## src/rtl/axi4_lite_pkg.sv

```systemverilog
// rtl/axi4_lite_pkg.sv - shared response codes and scheduler state encoding
package axi4_lite_pkg;

  typedef enum logic [1:0] {
    OKAY   = 2'b00,
    EXOKAY = 2'b01,
    SLVERR = 2'b10,
    DECERR = 2'b11
  } resp_t;

  typedef enum logic [1:0] {
    IDLE,
    ACCESS,
    RESP
  } sched_state_t;

endpackage

```

## src/rtl/axi4_lite_addr_decode.sv

```systemverilog
// rtl/axi4_lite_addr_decode.sv - address to {hit, index, one-hot select}
module axi4_lite_addr_decode #(
  parameter int ADDRESS_WIDTH = 32,
  parameter int NUM_PERIPH    = 4,
  parameter int REGION_LSB    = 12
) (
  input  logic [ADDRESS_WIDTH-1:REGION_LSB]  addr,
  output logic                               hit,
  output logic [$clog2(NUM_PERIPH)-1:0]      idx,
  output logic [NUM_PERIPH-1:0]              sel
);

  localparam int IDX_W = $clog2(NUM_PERIPH);
  localparam int TOP   = REGION_LSB + IDX_W;

  assign idx = addr[REGION_LSB +: IDX_W];

  // Any address bit above the index field means no peripheral lives there.
  generate
    if (TOP < ADDRESS_WIDTH) begin : g_upper
      assign hit = ~|addr[ADDRESS_WIDTH-1:TOP];
    end else begin : g_full
      assign hit = 1'b1;
    end
  endgenerate

  always_comb begin
    sel      = '0;
    sel[idx] = 1'b1;
  end

endmodule

```

## src/rtl/axi4_lite_periph_sched.sv

```systemverilog
// rtl/axi4_lite_periph_sched.sv - serialises write/read requests onto one peripheral bus
module axi4_lite_periph_sched
  import axi4_lite_pkg::*;
#(
  parameter int DATA_WIDTH     = 32,
  parameter int ADDRESS_WIDTH  = 32,
  parameter int NUM_PERIPH     = 4,
  parameter int REGION_LSB     = 12,
  parameter int TIMEOUT_CYCLES = 255
) (
  input  logic                             ACLK,
  input  logic                             ARESETn,
  input  logic                             req_write,
  input  logic [ADDRESS_WIDTH-1:0]         req_waddr,
  input  logic [DATA_WIDTH-1:0]            req_wdata,
  input  logic [DATA_WIDTH/8-1:0]          req_wstrb,
  input  logic                             req_read,
  input  logic [ADDRESS_WIDTH-1:0]         req_raddr,
  output logic                             write_done,
  output logic [1:0]                       bresp,
  output logic                             read_done,
  output logic [DATA_WIDTH-1:0]            rdata,
  output logic [1:0]                       rresp,
  output logic [NUM_PERIPH-1:0]            per_sel,
  output logic                             per_valid,
  output logic                             per_we,
  output logic [ADDRESS_WIDTH-1:0]         per_addr,
  output logic [DATA_WIDTH-1:0]            per_wdata,
  output logic [DATA_WIDTH/8-1:0]          per_wstrb,
  input  logic [NUM_PERIPH-1:0]            per_ready,
  input  logic [NUM_PERIPH-1:0]            per_err,
  input  logic [NUM_PERIPH*DATA_WIDTH-1:0] per_rdata
);

  localparam int IDX_W  = $clog2(NUM_PERIPH);
  localparam int STRB_W = DATA_WIDTH / 8;
  localparam int CNT_W  = $clog2(TIMEOUT_CYCLES + 1);

  sched_state_t state, state_nxt;

  logic                     wr_pend, rd_pend;
  logic [ADDRESS_WIDTH-1:0] wr_addr, rd_addr;
  logic [DATA_WIDTH-1:0]    wr_data;
  logic [STRB_W-1:0]        wr_strb;
  logic                     cur_we;
  logic                     write_prio;
  logic [CNT_W-1:0]         cnt;
  resp_t                    resp_q;
  logic [DATA_WIDTH-1:0]    rdata_q;

  logic                     grant_we, acc_we;
  logic [ADDRESS_WIDTH-1:0] acc_addr;
  logic                     dec_hit;
  logic [IDX_W-1:0]         dec_idx;
  logic [NUM_PERIPH-1:0]    dec_sel;
  logic                     sel_ready, sel_err, timed_out;
  logic                     clear_wr, clear_rd;

  // Pend registers stay stable while granted, so the access reads them directly.
  always_comb begin
    grant_we  = wr_pend & (~rd_pend | write_prio);
    acc_we    = (state == IDLE) ? grant_we : cur_we;
    acc_addr  = acc_we ? wr_addr : rd_addr;
    sel_ready = per_ready[dec_idx];
    sel_err   = per_err[dec_idx];
    timed_out = (cnt == CNT_W'(TIMEOUT_CYCLES - 1));
    clear_wr  = (state == RESP) & cur_we;
    clear_rd  = (state == RESP) & ~cur_we;
  end

  axi4_lite_addr_decode #(
    .ADDRESS_WIDTH (ADDRESS_WIDTH),
    .NUM_PERIPH    (NUM_PERIPH),
    .REGION_LSB    (REGION_LSB)
  ) u_decode (
    .addr (acc_addr[ADDRESS_WIDTH-1:REGION_LSB]),
    .hit  (dec_hit),
    .idx  (dec_idx),
    .sel  (dec_sel)
  );

  always_ff @(posedge ACLK or negedge ARESETn) begin
    if (!ARESETn) state <= IDLE;
    else          state <= state_nxt;
  end

  always_comb begin
    state_nxt = state;
    case (state)
      IDLE:    if (wr_pend | rd_pend) state_nxt = dec_hit ? ACCESS : RESP;
      ACCESS:  if (sel_ready | timed_out) state_nxt = RESP;
      RESP:    state_nxt = IDLE;
      default: state_nxt = IDLE;
    endcase
  end

  always_ff @(posedge ACLK or negedge ARESETn) begin
    if (!ARESETn) begin
      wr_pend    <= 1'b0;
      rd_pend    <= 1'b0;
      wr_addr    <= '0;
      rd_addr    <= '0;
      wr_data    <= '0;
      wr_strb    <= '0;
      cur_we     <= 1'b0;
      write_prio <= 1'b1;
      cnt        <= '0;
      resp_q     <= OKAY;
      rdata_q    <= '0;
    end else begin
      // Clearing a finished pend and capturing a new pulse can share an edge.
      if (req_write && (!wr_pend || clear_wr)) begin
        wr_pend <= 1'b1;
        wr_addr <= req_waddr;
        wr_data <= req_wdata;
        wr_strb <= req_wstrb;
      end else if (clear_wr) begin
        wr_pend <= 1'b0;
      end
      if (req_read && (!rd_pend || clear_rd)) begin
        rd_pend <= 1'b1;
        rd_addr <= req_raddr;
      end else if (clear_rd) begin
        rd_pend <= 1'b0;
      end

      case (state)
        IDLE: if (wr_pend | rd_pend) begin
          cur_we <= grant_we;
          // Priority only flips when both types actually contended.
          if (wr_pend && rd_pend) write_prio <= ~grant_we;
          if (!dec_hit) begin
            resp_q  <= DECERR;
            rdata_q <= '0;
          end
        end
        ACCESS: begin
          cnt <= cnt + 1'b1;
          if (sel_ready) begin
            resp_q  <= sel_err ? SLVERR : OKAY;
            rdata_q <= (cur_we || sel_err) ? '0
                       : per_rdata[dec_idx*DATA_WIDTH +: DATA_WIDTH];
          end else if (timed_out) begin
            resp_q  <= SLVERR;
            rdata_q <= '0;
          end
        end
        RESP:    cnt <= '0;
        default: cnt <= '0;
      endcase
    end
  end

  always_comb begin
    per_valid  = (state == ACCESS);
    per_sel    = per_valid ? dec_sel : '0;
    per_we     = per_valid & cur_we;
    per_addr   = per_valid ? acc_addr : '0;
    per_wdata  = per_we ? wr_data : '0;
    per_wstrb  = per_we ? wr_strb : '0;
    write_done = (state == RESP) & cur_we;
    read_done  = (state == RESP) & ~cur_we;
    bresp      = write_done ? resp_q : OKAY;
    rresp      = read_done ? resp_q : OKAY;
    rdata      = read_done ? rdata_q : '0;
  end

endmodule

```

## config.mk

```make
export PLATFORM = sky130hd
export DESIGN_NAME = axi4_lite_periph_sched
export DESIGN_NICKNAME = d
export VERILOG_FILES = /design/src/rtl/axi4_lite_pkg.sv /design/src/rtl/axi4_lite_addr_decode.sv /design/src/rtl/axi4_lite_periph_sched.sv
export SDC_FILE = /design/constraint.sdc
export NUM_CORES = 1
export LEC_CHECK = 0
export CAP_MARGIN = 0
export CORE_ASPECT_RATIO = 1.25
export CORE_MARGIN = 2
export CORE_UTILIZATION = 32
export DETAILED_ROUTE_END_ITERATION = 12
export PLACE_DENSITY = 0.69
export REMOVE_ABC_BUFFERS = 1
export SYNTH_ARGS = -nofsm -noshare
export SYNTH_HDL_FRONTEND = slang
export SYNTH_SLANG_ARGS = --single-unit
```

## constraint.sdc

```tcl
create_clock -name ACLK -period 7.15 [get_ports ACLK]
set_clock_uncertainty 0.1 [all_clocks]
set_input_delay 1.43 -clock ACLK [delete_from_list [all_inputs] [get_ports ACLK]]
set_output_delay 1.43 -clock ACLK [all_outputs]
set_load 0.05 [all_outputs]
```

Word level (Yosys, flattened, before mapping)
Index checks and enable logic that the tools add are counted.
{ "op_classes": {"add_sub_neg": 1, "mul": 0, "div_mod_pow": 0, "n_lt_le_gt_ge": 2, "eq_ne": 7, "shifts": 1, "n_mux": 36, "bitwise": 10, "reduce_logical": 18} }
{ "op_table": {"columns": ["operator", "n"], "rows": [
  ["32-bit 2-to-1 mux", 9],
  ["128-bit by 8-bit variable part select with 32-bit output", 1],
  ["32-bit case mux with 2 select lines", 1],
  ["2-bit 2-to-1 mux", 10],
  ["18-bit OR reduction", 1],
  ["8-bit case mux with 2 select lines", 1],
  ["8-bit by 1-bit adder with 8-bit output, second input constant", 1],
  ["8-bit == test, second input constant", 1],
  ["1-bit 2-to-1 mux", 8],
  ["4-bit 2-to-1 mux", 2],
  ["2-bit case mux with 2 select lines", 2],
  ["2-bit by 1-bit inequality test with 1-bit output, second input constant", 3],
  ["2-bit nonzero test", 3],
  ["1-bit bitwise AND", 4],
  ["1-bit binary-select mux with 2-bit select", 2],
  ["1-bit logical AND", 4],
  ["2-bit AND reduction", 2],
  ["4-bit AND reduction", 1],
  ["1-bit logical OR", 3],
  ["2-bit by 3-bit less-than comparator with 1-bit output, second input constant", 1],
  ["3-bit by 1-bit inequality test with 1-bit output, second input constant", 1],
  ["1-bit NOT", 3],
  ["1-bit OR", 3],
  ["3-bit AND reduction", 1],
  ["other kinds (6)", 7]
]} }
{ "word_totals": {"ff_bits": 148, "latchBits": 0, "mem_bits_rw": 0, "mem_bits_ro": 0, "in_bits": 240, "out_inout_bits": 112, "elab_cells": 87, "mem_count": 0} }

Logic depth before layout (Yosys ltp)
Gate-level depths: netlist (run 1).
{ "depth": {"ltp_word": 11, "depth_mapped": 11, "mapped_depth_nobuf": 7} }

Cells and area by module
From an unflattened synthesis (run 1), not the netlist that was laid out.
{ "hier_totals": {"hier_cells": 610, "area_unflattened_um2": 7802.5} }
{ "modules_own_cells": {"columns": ["mod", "instances", "cells_each", "area_per_inst_um2", "seq_area_each_um2"], "rows": [
  ["axi4_lite_periph_sched", 1, 598, 7717.4, 3704.8],
  ["axi4_lite_addr_decode", 1, 12, 85.1, 0.0]
]} }

Least setup slack after synthesis (run 1)
OpenSTA, ideal clock, no wires.
{ "synth_path": {"path_type": "flip-flop to output port", "startpoint": "reg write_prio", "endpoint": "out per_sel[1]", "arrival_time_ns": 2.842, "required_ns": 5.620, "path_slack_ns": 2.778, "stages_incl_launch_ff": 8, "path_buffers": 3, "cell_sequence": "dfstp_2 nor2b_1 buf_2 o31a_4 buf_6 mux2_4 clkbuf_1 nor3_1"} }
{ "synth_between": {"elab_chain_len": 9, "word_cells_on_any_way": 10, "classes_between": "2 x order compare; 5 x mux; 2 x bitwise; 1 x reduce/logical"} }
{ "synth_lines": {"columns": ["item", "line_no", "text"], "rows": [
  ["start: declaration", "axi4_lite_periph_sched.sv:46", "logic write_prio;"],
  ["start signal: assignment", "axi4_lite_periph_sched.sv:131", "if (wr_pend && rd_pend) write_prio <= ~grant_we;"],
  ["1-bit OR *", "axi4_lite_periph_sched.sv:61", "grant_we = wr_pend & (~rd_pend | write_prio);"],
  ["1-bit bitwise AND *", "axi4_lite_periph_sched.sv:61", null],
  ["1-bit 2-to-1 mux *", "axi4_lite_periph_sched.sv:62", "acc_we = (state == IDLE) ? grant_we : cur_we;"],
  ["32-bit 2-to-1 mux *", "axi4_lite_periph_sched.sv:63", "acc_addr = acc_we ? wr_addr : rd_addr;"],
  ["2-bit by 3-bit less-than comparator with 1-bit output (implied by the code) / 2-bit by 1-bit >= comparator with 1-bit output (equally long branches)", "axi4_lite_addr_decode.sv:29", "sel[idx] = 1'b1;"],
  ["1-bit logical AND (implied by the code)", "axi4_lite_addr_decode.sv:29", null],
  ["1-bit 2-to-1 mux (implied by the code)", "axi4_lite_addr_decode.sv:29", null],
  ["1-bit demux with 2-bit select *", null, null],
  ["4-bit 2-to-1 mux *", "axi4_lite_periph_sched.sv:156", "per_sel = per_valid ? dec_sel : '0;"],
  ["end: declaration", "axi4_lite_periph_sched.sv:24", "output logic [NUM_PERIPH-1:0] per_sel,"]
]} }
Mark *: on every way between the ends. The rest lies on a longest branch, timed or not.

Final worst setup path (run 1)
{ "layout_path": {"startpoint": "reg state[1]", "endpoint": "out per_sel[1]"} }
{ "layout_between": {"elab_chain_len": 8, "word_cells_on_any_way": 10, "classes_between": "2 x order compare; 1 x eq/ne; 5 x mux; 2 x reduce/logical"} }
{ "layout_lines": {"columns": ["item", "line_no", "text"], "rows": [
  ["start: declaration", "axi4_lite_periph_sched.sv:39", "sched_state_t state, state_nxt;"],
  ["start signal: assignment", "axi4_lite_periph_sched.sv:84", "else state <= state_nxt;"],
  ["2-bit zero test", "axi4_lite_periph_sched.sv:62", null],
  ["1-bit 2-to-1 mux", "axi4_lite_periph_sched.sv:62", null],
  ["32-bit 2-to-1 mux", "axi4_lite_periph_sched.sv:63", null],
  ["2-bit by 3-bit less-than comparator with 1-bit output (implied by the code) / 2-bit by 1-bit >= comparator with 1-bit output (equally long branches)", "axi4_lite_addr_decode.sv:29", null],
  ["1-bit logical AND (implied by the code)", "axi4_lite_addr_decode.sv:29", null],
  ["1-bit 2-to-1 mux (implied by the code)", "axi4_lite_addr_decode.sv:29", null],
  ["1-bit demux with 2-bit select", null, null],
  ["4-bit 2-to-1 mux *", "axi4_lite_periph_sched.sv:156", null]
]} }
Marked as above.

==> results of run 1 <==
## cell families after synthesis
| family | share of synthesized area |
|---|---|
| xor+xnor | 0.006592 |
| fa+ha+maj | 0.003139 |
| flops | 0.4648 |
| buf+inv | 0.04050 |
| simple gates | 0.1577 |
| compound gates | 0.09654 |
| mux | 0.2307 |
## power breakdown
group          leakage (nW)  internal [W]  switching (W)  total [W]
clock                 0.270      0.000494       0.000373   0.000868
combinational          3.19      0.000909        0.00113    0.00204
sequential             1.82       0.00115       0.000202    0.00135
## worst max path at each step
stage / startpoint / to / slack [ps] / cells past startpoint
final: state[1]$_DFFE_PN0P_ / per_sel[1] / 1980 / 5
after global routing: state[1]$_DFFE_PN0P_ / per_sel[1] / 1800 / 5
after CTS: state[1]$_DFFE_PN0P_ / per_sel[1] / 1940 / 5
after detailed placement: state[1]$_DFFE_PN0P_ / per_sel[1] / 2440 / 5
after global placement: state[1]$_DFFE_PN0P_ / per_sel[1] / 2430 / 5
after floorplan: cur_we$_DFFE_PN0P_ / per_sel[1] / 1260 / 4
## state kept, by name, summed over array words and instances, names as in the netlist
signal / count
rd_addr: 32
rdata_q: 32
wr_addr: 32
wr_data: 32
cnt: 8
wr_strb: 4
resp_q: 2
state: 2
cur_we: 1
rd_pend: 1
wr_pend: 1
write_prio: 1
## stage by stage
stage                     cells  worst slack (ps)  utilization
final                      1417              1982       0.5023
after global routing       1417              1801       0.5023
after CTS                  1417              1940       0.5023
after detailed placement   1386              2440       0.4793
after global placement     1386              2429       0.4793
after floorplan             694              1256            -
## final cells by class
class,count,area [um2],share of cell area
multi-input cells,534,3985,0.3237
flip-flops and latches,148,3705,0.3010
repair buffers,362,3597,0.2922
clock buffers,19,442.9,0.03598
well taps,330,412.9,0.03354
clock inverters,12,121.4,0.009860
inverters,12,45.04,0.003659
## worst max-delay path: stages (launching register included)
cell	delay [ps]
dfrtp_1	620
or2_1	390
o31a_4	490
mux2_4	520
nor3_1	300
clkdlybuf4s50_1	860
## layer usage
metal | share of wire | routed length (um)
met5 | 0 | 0
met4 | 0.031 | 803
met3 | 0.072 | 1875
met2 | 0.48 | 12640
met1 | 0.42 | 10870
## placed cells by master (no fill, tap or decap), types with 3 or more instances in the layout
cell,instances
clkdlybuf4s50_1,350
dfrtp_1,147
nand2_1,131
mux2_2,100
mux2i_1,66
and3_1,39
and2_1,36
a21oi_1,33
a32o_1,32
clkbuf_16,17
nor2_1,12
buf_4,11
inv_1,10
nand3_1,10
nor3_1,8
nor4_1,8
inv_6,6
o21ai_0,5
nand2b_1,4
o2111ai_1,4
xor2_1,4
or3_1,3
nand4_1,3
clkinvlp_4,3
==> impl_metrics.env, run 1 <==
export IMPL_totalWireLength_mm=26.19
export IMPL_powerDensity_mw_per_mm2=346.0
export IMPL_vias_per_cell=4.960
export IMPL_cts_buffer_depth=2
export IMPL_syn_instance_count=751
export IMPL_status="complete, no violations"
export IMPL_vias=7028
export IMPL_timing_rr_start="state[1]$_DFFE_PN0P_"
export IMPL_endpoint_kind="primary output"
export IMPL_drive_gt1_frac=0.1454
export IMPL_cap_violations=0
export IMPL_insertion_delay_ps=430
export IMPL_dieWidth_um=145.2
export IMPL_ant_nets=0
export IMPL_synth_top_cell_by_area="dfrtp_1"
export IMPL_antenna_found_initial=0
export IMPL_grt_max_degree=85
export IMPL_syn_area_per_cell_um2=10.61
export IMPL_port_buffers=351
export IMPL_busiest_layer="met2"
export IMPL_yosys_top_cells_area="dfrtp_1 (46%), mux2_2 (14%), mux2i_1 (8.3%)"
export IMPL_cts_setup_buffers=0
export IMPL_seq_area_frac_synth=0.4648
export IMPL_grt_pass1_vias=7369
export IMPL_path_clk_slew_ps=60
export IMPL_synth_edf_count=0
export IMPL_r2r_slack_ps=3230
export IMPL_drc=0
export IMPL_hp_class="reg2reg"
export IMPL_gr_usage_met1=0.2444
export IMPL_crit_fanout=38
export IMPL_clockRootBuffer="clkbuf_16"
export IMPL_grt_pass1_wl_mm=41.99
export IMPL_start_util=0.3253
export IMPL_finalPower_w=0.004259
export IMPL_post_route_cell_area_mm2=0.01231
export IMPL_overflow=0
export IMPL_place_hpwl_mm=18.95
export IMPL_hold_viol=0
export IMPL_clkSinkCount=148
export IMPL_globalplace_congestion=0.7962
export IMPL_tightest_slew_ps=1098
export IMPL_yosys_top_cells_count="dfrtp_1 (147), nand2_1 (131), mux2_2 (100), mux2i_1 (66), and3_1 (39)"
export IMPL_setup_violations=0
export IMPL_whs_ps=382.5
export IMPL_final_min_clock_period_ps=5168
export IMPL_ioPinCount=352
export IMPL_crit_arrival_ps=3640
export IMPL_synthArstFlopShare=1.000
export IMPL_worstPathRequired_ps=5620
export IMPL_setup_tns_ps=0
export IMPL_grt_usage=0.2017
export IMPL_post_route_period_util=0.7228
export IMPL_ys_seq_elements=148
export IMPL_yosys_warnings=0
export IMPL_num_antenna_cells=0
export IMPL_n_fill_cell=2284
export IMPL_whs_endpoint="rdata_q[14]$_DFFE_PN0P_"
export IMPL_synth_most_common_cell="dfrtp_1"
export IMPL_use_met3=0.06051
export IMPL_core_mm2=0.02450
export IMPL_cts_buffers=17
export IMPL_wl_per_cell_um=18.48
export IMPL_dieArea_mm2=0.02620
export IMPL_r2r_cells=8
export IMPL_yosys_area_top_type_share=0.4615
export IMPL_drtIter0Drc=345
export IMPL_rows=64
export IMPL_power_leakage_nw=5.283
export IMPL_peakVddDrop_mv=0.1891
export IMPL_met2_usage=0.3358
export IMPL_start_kind="flop"
export IMPL_worstHoldPathCells=1
export IMPL_synth_ff_type="dfrtp_1"
export IMPL_fmax_ghz=0.1935
export IMPL_holdBufCountCts=0
export IMPL_postPlaceCellArea_mm2=0.01175
export IMPL_cts_tree="yes"
export IMPL_max_slew_margin=0.2652
export IMPL_criticalPathCategory="reg2out"
export IMPL_min_from="rdata_q[14]$_DFFE_PN0P_"
export IMPL_die_h_um=180.5
export IMPL_area_growth_synth_to_final_pct=54.42
export IMPL_rsz0062_at_grt="no"
export IMPL_final_net_count=1317
export IMPL_synth_cell_type_count=50
export IMPL_slew_violations=0
export IMPL_timing_rr_end="rdata_q[27]$_DFFE_PN0P_"
export IMPL_ctsResizeCount=0
export IMPL_drt_pre_antenna_iters=4
export IMPL_netlist_area_mm2=0.007971
export IMPL_h_tree_depth=4
Note: power is estimated with default switching activity, not from simulation.
==> inputs of run 2 (changes only) <==
==> constraint.sdc (replaced) <==
create_clock -name ACLK -period 5.25 [get_ports ACLK]
set_clock_uncertainty 0.1 [all_clocks]
set_input_delay 1.05 -clock ACLK [delete_from_list [all_inputs] [get_ports ACLK]]
set_output_delay 1.05 -clock ACLK [all_outputs]
set_load 0.05 [all_outputs]
==> run 2 against run 1 <==
Die area unchanged. Clock power up 47%. Sequential power up 37%. Routed wire length up 1.1%. Non-clock buffer count up 1. Total power up 39%. Global-route usage down 0.17 points. Cell count up 0.21%. Largest cell class unchanged.
==> impl_metrics.env, run 2 (synthesized netlist as in run 1, its figures left out) <==
export IMPL_grt_pass1_vias=7397
export IMPL_dieArea_mm2=0.02620
export IMPL_post_route_period_util=0.9126
export IMPL_final_min_clock_period_ps=4791
export IMPL_endpoint_kind="primary output"
export IMPL_n_fill_cell=2296
export IMPL_path_buf_inv=1
export IMPL_drt_pre_antenna_iters=4
export IMPL_core_mm2=0.02450
export IMPL_slew_violations=0
export IMPL_max_slew_margin=0.2750
export IMPL_instances_no_fill=1420
export IMPL_seqCellArea_mm2=0.003705
export IMPL_path_clk_slew_ps=60
export IMPL_die_h_um=180.5
export IMPL_antenna_found_initial=1
export IMPL_h_tree_depth=4
export IMPL_setup_tns_ps=0
export IMPL_powerDensity_mw_per_mm2=478.1
export IMPL_status="complete, no violations"
export IMPL_power_leakage_nw=5.314
export IMPL_place_inst=1387
export IMPL_wl_met1_mm=11.05
export IMPL_place_hpwl_mm=19.27
export IMPL_cts_setup_buffers=0
export IMPL_cap_violations=0
export IMPL_setup_violations=0
export IMPL_ant_nets=0
export IMPL_cts_tree="yes"
export IMPL_port_buffers=351
export IMPL_drc=0
export IMPL_drive_gt1_frac=0.1478
export IMPL_area_growth_synth_to_final_pct=55.11
export IMPL_insertion_delay_ps=420
export IMPL_worstPathRequired_ps=4100
export IMPL_mostFrequentLayoutCell="clkdlybuf4s50_1"
export IMPL_criticalPathCategory="reg2out"
export IMPL_overflow=0
export IMPL_dieWidth_um=145.2
export IMPL_final_cell_mix="clkdlybuf4s50_1 (349), dfrtp_1 (147), nand2_1 (131)"
export IMPL_finalPower_w=0.005912
export IMPL_clockRootBuffer="clkbuf_16"
export IMPL_tightest_slew_ps=1086
export IMPL_cts_buffers=17
export IMPL_crit_arrival_ps=3640
export IMPL_slowest_stage="clkdlybuf4s50_1"
export IMPL_globalplace_congestion=0.8275
export IMPL_cts_buffer_depth=2
export IMPL_ctsResizeCount=0
export IMPL_drtIter0Drc=319
export IMPL_start_kind="flop"
export IMPL_pre_cts_ws_ps=933.7
export IMPL_crit_family="buffers and inverters"
export IMPL_hp_class="reg2reg"
export IMPL_fin_ws_ps=459.0
export IMPL_crit_chain="or2_1, o31a_4, mux2_4, nor3_1, clkdlybuf4s50_1"
export IMPL_critical_path_max_stage_delay_ps=850
export IMPL_final_net_count=1318
export IMPL_grt_pass1_wl_mm=41.90
export IMPL_hold_viol=0
export IMPL_totalWireLength_mm=26.48
export IMPL_clkSinkCount=148
export IMPL_grt_usage=0.2000
export IMPL_rsz0062_at_grt="no"
export IMPL_wl_per_cell_um=18.65
export IMPL_fmax_ghz=0.2087
export IMPL_crit_fanout=38
export IMPL_dr_wl_met3_mm=1.713
export IMPL_wl_met2_mm=12.90
export IMPL_multi_input_area_mm2=0.003985
export IMPL_ioPinCount=352
export IMPL_vias_per_cell=4.973
export IMPL_grt_max_degree=87
export IMPL_peakVddDrop_mv=0.3391
export IMPL_rows=64
export IMPL_whs_ps=385.3
export IMPL_top_layer="met4"
export IMPL_holdBufCountCts=0
export IMPL_vias=7062
export IMPL_start_util=0.3253
[run 2: metrics by stage]
step                      utilization  instance area, um2
after floorplan                     -                7694
final                          0.5046               12360
after CTS                      0.5045               12360
after detailed placement       0.4795               11750
after global routing           0.5046               12360
after global placement         0.4795               11750
[run 2: power by group]
part           switching (W)  internal [W]  leakage [nW]
clock               0.000549      0.000727         0.295
sequential          0.000286       0.00156          1.82
combinational        0.00155       0.00124          3.20
[run 2: layer usage]
layer	vias up	track usage
met4	0	0.07765
met3	41	0.05418
met1	3428	0.2466
met2	262	0.3345
met5	-	0
li1	3331	-
[run 2: layout make-up]
cell class                 instances  area share
clock buffer                      18     0.03471
antenna                            1   0.0002024
clock inverter                    14     0.01477
timing repair buffer             363      0.2913
inverter                          12    0.003643
multi-input combinational        534      0.3223
sequential                       148      0.2996
tap                              330     0.03339
[run 2: path summary, 6_finish.rpt]
kind / from / to / slack (ps) / cells after the start
max in group asynchronous: ARESETn / rdata_q[5]$_DFFE_PN0P_ / 3440 / 2
worst max-delay path: state[1]$_DFFE_PN0P_ / per_sel[1] / 460 / 5
worst max register to register: state[1]$_DFFE_PN0P_ / rdata_q[29]$_DFFE_PN0P_ / 1570 / 8
worst min register to register: rdata_q[21]$_DFFE_PN0P_ / rdata_q[21]$_DFFE_PN0P_ / 390 / 1
min in group asynchronous: ARESETn / rdata_q[13]$_DFFE_PN0P_ / 590 / 1
worst min-delay path: rdata_q[21]$_DFFE_PN0P_ / rdata_q[21]$_DFFE_PN0P_ / 390 / 1
==> RTL edit: new RTL, settings of run 2 <==
`REGION_LSB` is set to 12 in 2 places; all go to 18.
--- a/src/rtl/axi4_lite_addr_decode.sv
+++ b/src/rtl/axi4_lite_addr_decode.sv
@@ -3,5 +3,5 @@
   parameter int ADDRESS_WIDTH = 32,
   parameter int NUM_PERIPH    = 4,
-  parameter int REGION_LSB    = 12
+  parameter int REGION_LSB    = 18
 ) (
   input  logic [ADDRESS_WIDTH-1:REGION_LSB]  addr,
--- a/src/rtl/axi4_lite_periph_sched.sv
+++ b/src/rtl/axi4_lite_periph_sched.sv
@@ -6,5 +6,5 @@
   parameter int ADDRESS_WIDTH  = 32,
   parameter int NUM_PERIPH     = 4,
-  parameter int REGION_LSB     = 12,
+  parameter int REGION_LSB     = 18,
   parameter int TIMEOUT_CYCLES = 255
 ) (
Formal check against the unedited RTL: not equivalent (a bounded check fails within 4 cycles, from zero or initial values and one cycle with ARESETn low).
==> RTL edit against run 2 <==
  * Worst hold slack got worse by 0.0059 ns
  * Sequential share of layout area is 0.95 points higher
  * Synthesized area decreased by 4.6%
  * Total power decreased by 6.8%
  * Wire length down 9.4%
  * Clock power shrank 5%
  * Sequential cell count unchanged
  * Via count down 8.0%
  * Setup slack improved by 0.47 ns
  * Global-route usage is 0.74 points lower
  * Final cell count decreased by 10%
  * Final area fell by 3.1%
  * Critical path type unchanged
  * Largest power group unchanged
==> RTL edit: results (changes against run 2) <==
Worst setup path
  • Worst-path fanout max: 26 (-32%)
  • Reg2Reg Launch Point: state[0]
  • R2R setup slack: 1.81 ns (+0.24 ns)
  • CP max stage delay: 0.82 ns (-0.03 ns)
  • Reg2reg end: rdata_q[26]
  • Arr. time, crit path: 3.17 ns (-0.47 ns)

Place
  • HPWL after DPL: 18.3 mm (-5.2%)
  • Area post-placement: 11400 um^2 (-3.0%)
  • RD Place Congestion: 0.822 (-0.66%)
  • IO buf count: 351 (unchanged)

Power and ir drop
  • Leakage power total: 4.98 nW (-6.3%)
  • Maximum VDD drop: 304 uV (-10%)

Global route
  • Gr usage total: 19.3% (-0.74 points)
  • Number of global-route vias before repair: 6882 (-7.0%)
  • Largest net degree at the start of global routing: 69 (-21%)
  • Global-route wire length before repair: 37.0 mm (-12%)

Worst hold path
  • End point of the worst hold path: wr_data[4]
  • Hold_sp: wr_data[4]

Clocking
  • Clock tree buffer depth: 2 (unchanged)
  • Root Driver: clkbuf_16

Route
  • Drt wl/cell: 18.8 um (+0.99%)
  • Vias: 6499 (-8.0%)
  • Initial drt markers: 331 (+3.8%)

Logic synthesis
  • Top-area cell type share of the netlist area: 48.4% (+2.2 points)
  • Compound-Gate Fraction of Synth Area: 7.77% (-1.9 points)
  • Adder-cell share of the synthesized area: 0.329% (+0.015 points)
  • Top cells by count, synth: dfrtp_1, mux2_2, nand2_1
  • Seq/Total Area, Yosys: 48.7% (+2.2 points)
  • Post-Synth XOR/XNOR Area: 0.691% (+0.032 points)
  • Post-synthesis mux area share: 25.4% (+2.3 points)
  • Area contributors post-synth: dfrtp_1, mux2_2, mux4_2

Finish
  • Nets: 1211 (-8.1%)
  • Fill cell count: 2078 (-9.5%)
  • Diode count: 0 (-1)
  • Layout cells sized above 1: 17.3% (+2.5 points)

STA
  • Worst-Margin Slew: 1.04 ns (-0.0458 ns)

Run status
  • Status: completed
RTL edit: cell count changes after synthesis, moves of 21 or more:
cell / before / now
a22o_1: 0 / 32
a32o_1: 32 / 0
mux2_1: 0 / 21
mux2i_1: 66 / 5
mux4_2: 0 / 32
nand2_1: 131 / 75
RTL edit: stage by stage:
step | hold WS, ns | TNS [ns] | instances | worst slack (ns)
floorplan | 0.350 | -0.411 | 586 | -0.151
global placement | 0.359 | 0 | 1242 | 1.46
detailed placement | 0.370 | 0 | 1242 | 1.38
CTS | 0.384 | 0 | 1274 | 0.927
global route | 0.400 | 0 | 1274 | 0.767
finish | 0.379 | 0 | 1274 | 0.932
RTL edit: cells by family (layout without fill, tap and decap cells):
family          count (synthesis)  after routing
fa+ha+maj                       2              2
simple gates                  198            198
compound gates                 84             84
xor+xnor                        6              6
flops                         148            148
mux                           140            140
buf+inv                        58            404
RTL edit: final cells by class:
| cell class | count | area [um^2] | share of cell area [%] |
|---|---|---|---|
| sequential | 148 | 3700 | 30.9 |
| multi-input combinational | 430 | 3680 | 30.7 |
| timing repair buffer | 364 | 3610 | 30.1 |
| clock buffer | 19 | 443 | 3.70 |
| tap | 292 | 365 | 3.05 |
| clock inverter | 13 | 146 | 1.22 |
| inverter | 8 | 30.0 | 0.251 |
RTL edit: worst max path at each step:
stage                     startpoint      endpoint  slack (ns)  cells after the start
final                       state[0]  per_addr[14]        0.93                      6
after global routing        state[0]  per_addr[14]        0.77                      6
after CTS                   state[0]  per_addr[11]        0.93                      6
after detailed placement    state[0]  per_addr[11]        1.38                      6
after global placement      state[0]  per_addr[20]        1.46                      6
after floorplan               cur_we    per_sel[3]       -0.15                      4
RTL edit: worst reg2reg max path, stage by stage (launching register included):
cell	delay, ns
dfrtp_1	0.64
nor2_2	0.17
a31oi_4	0.35
buf_4	0.40
mux2i_1	0.13
o31a_1	0.30
a211o_1	0.65
buf_4	0.36
a22o_1	0.23
RTL edit: routing by layer:
metal	vias to the layer above	GRT usage [%]	wire (um)
met5	-	0	0
met4	0	7.08	776
met2	269	35.5	13100
li1	2967	-	-
met1	3217	21.7	8890
met3	46	4.31	1270
RTL edit: where the power goes:
group | switching [mW] | internal, mW
logic | 1.18 | 1.25
registers | 0.308 | 1.56
clock network | 0.495 | 0.720
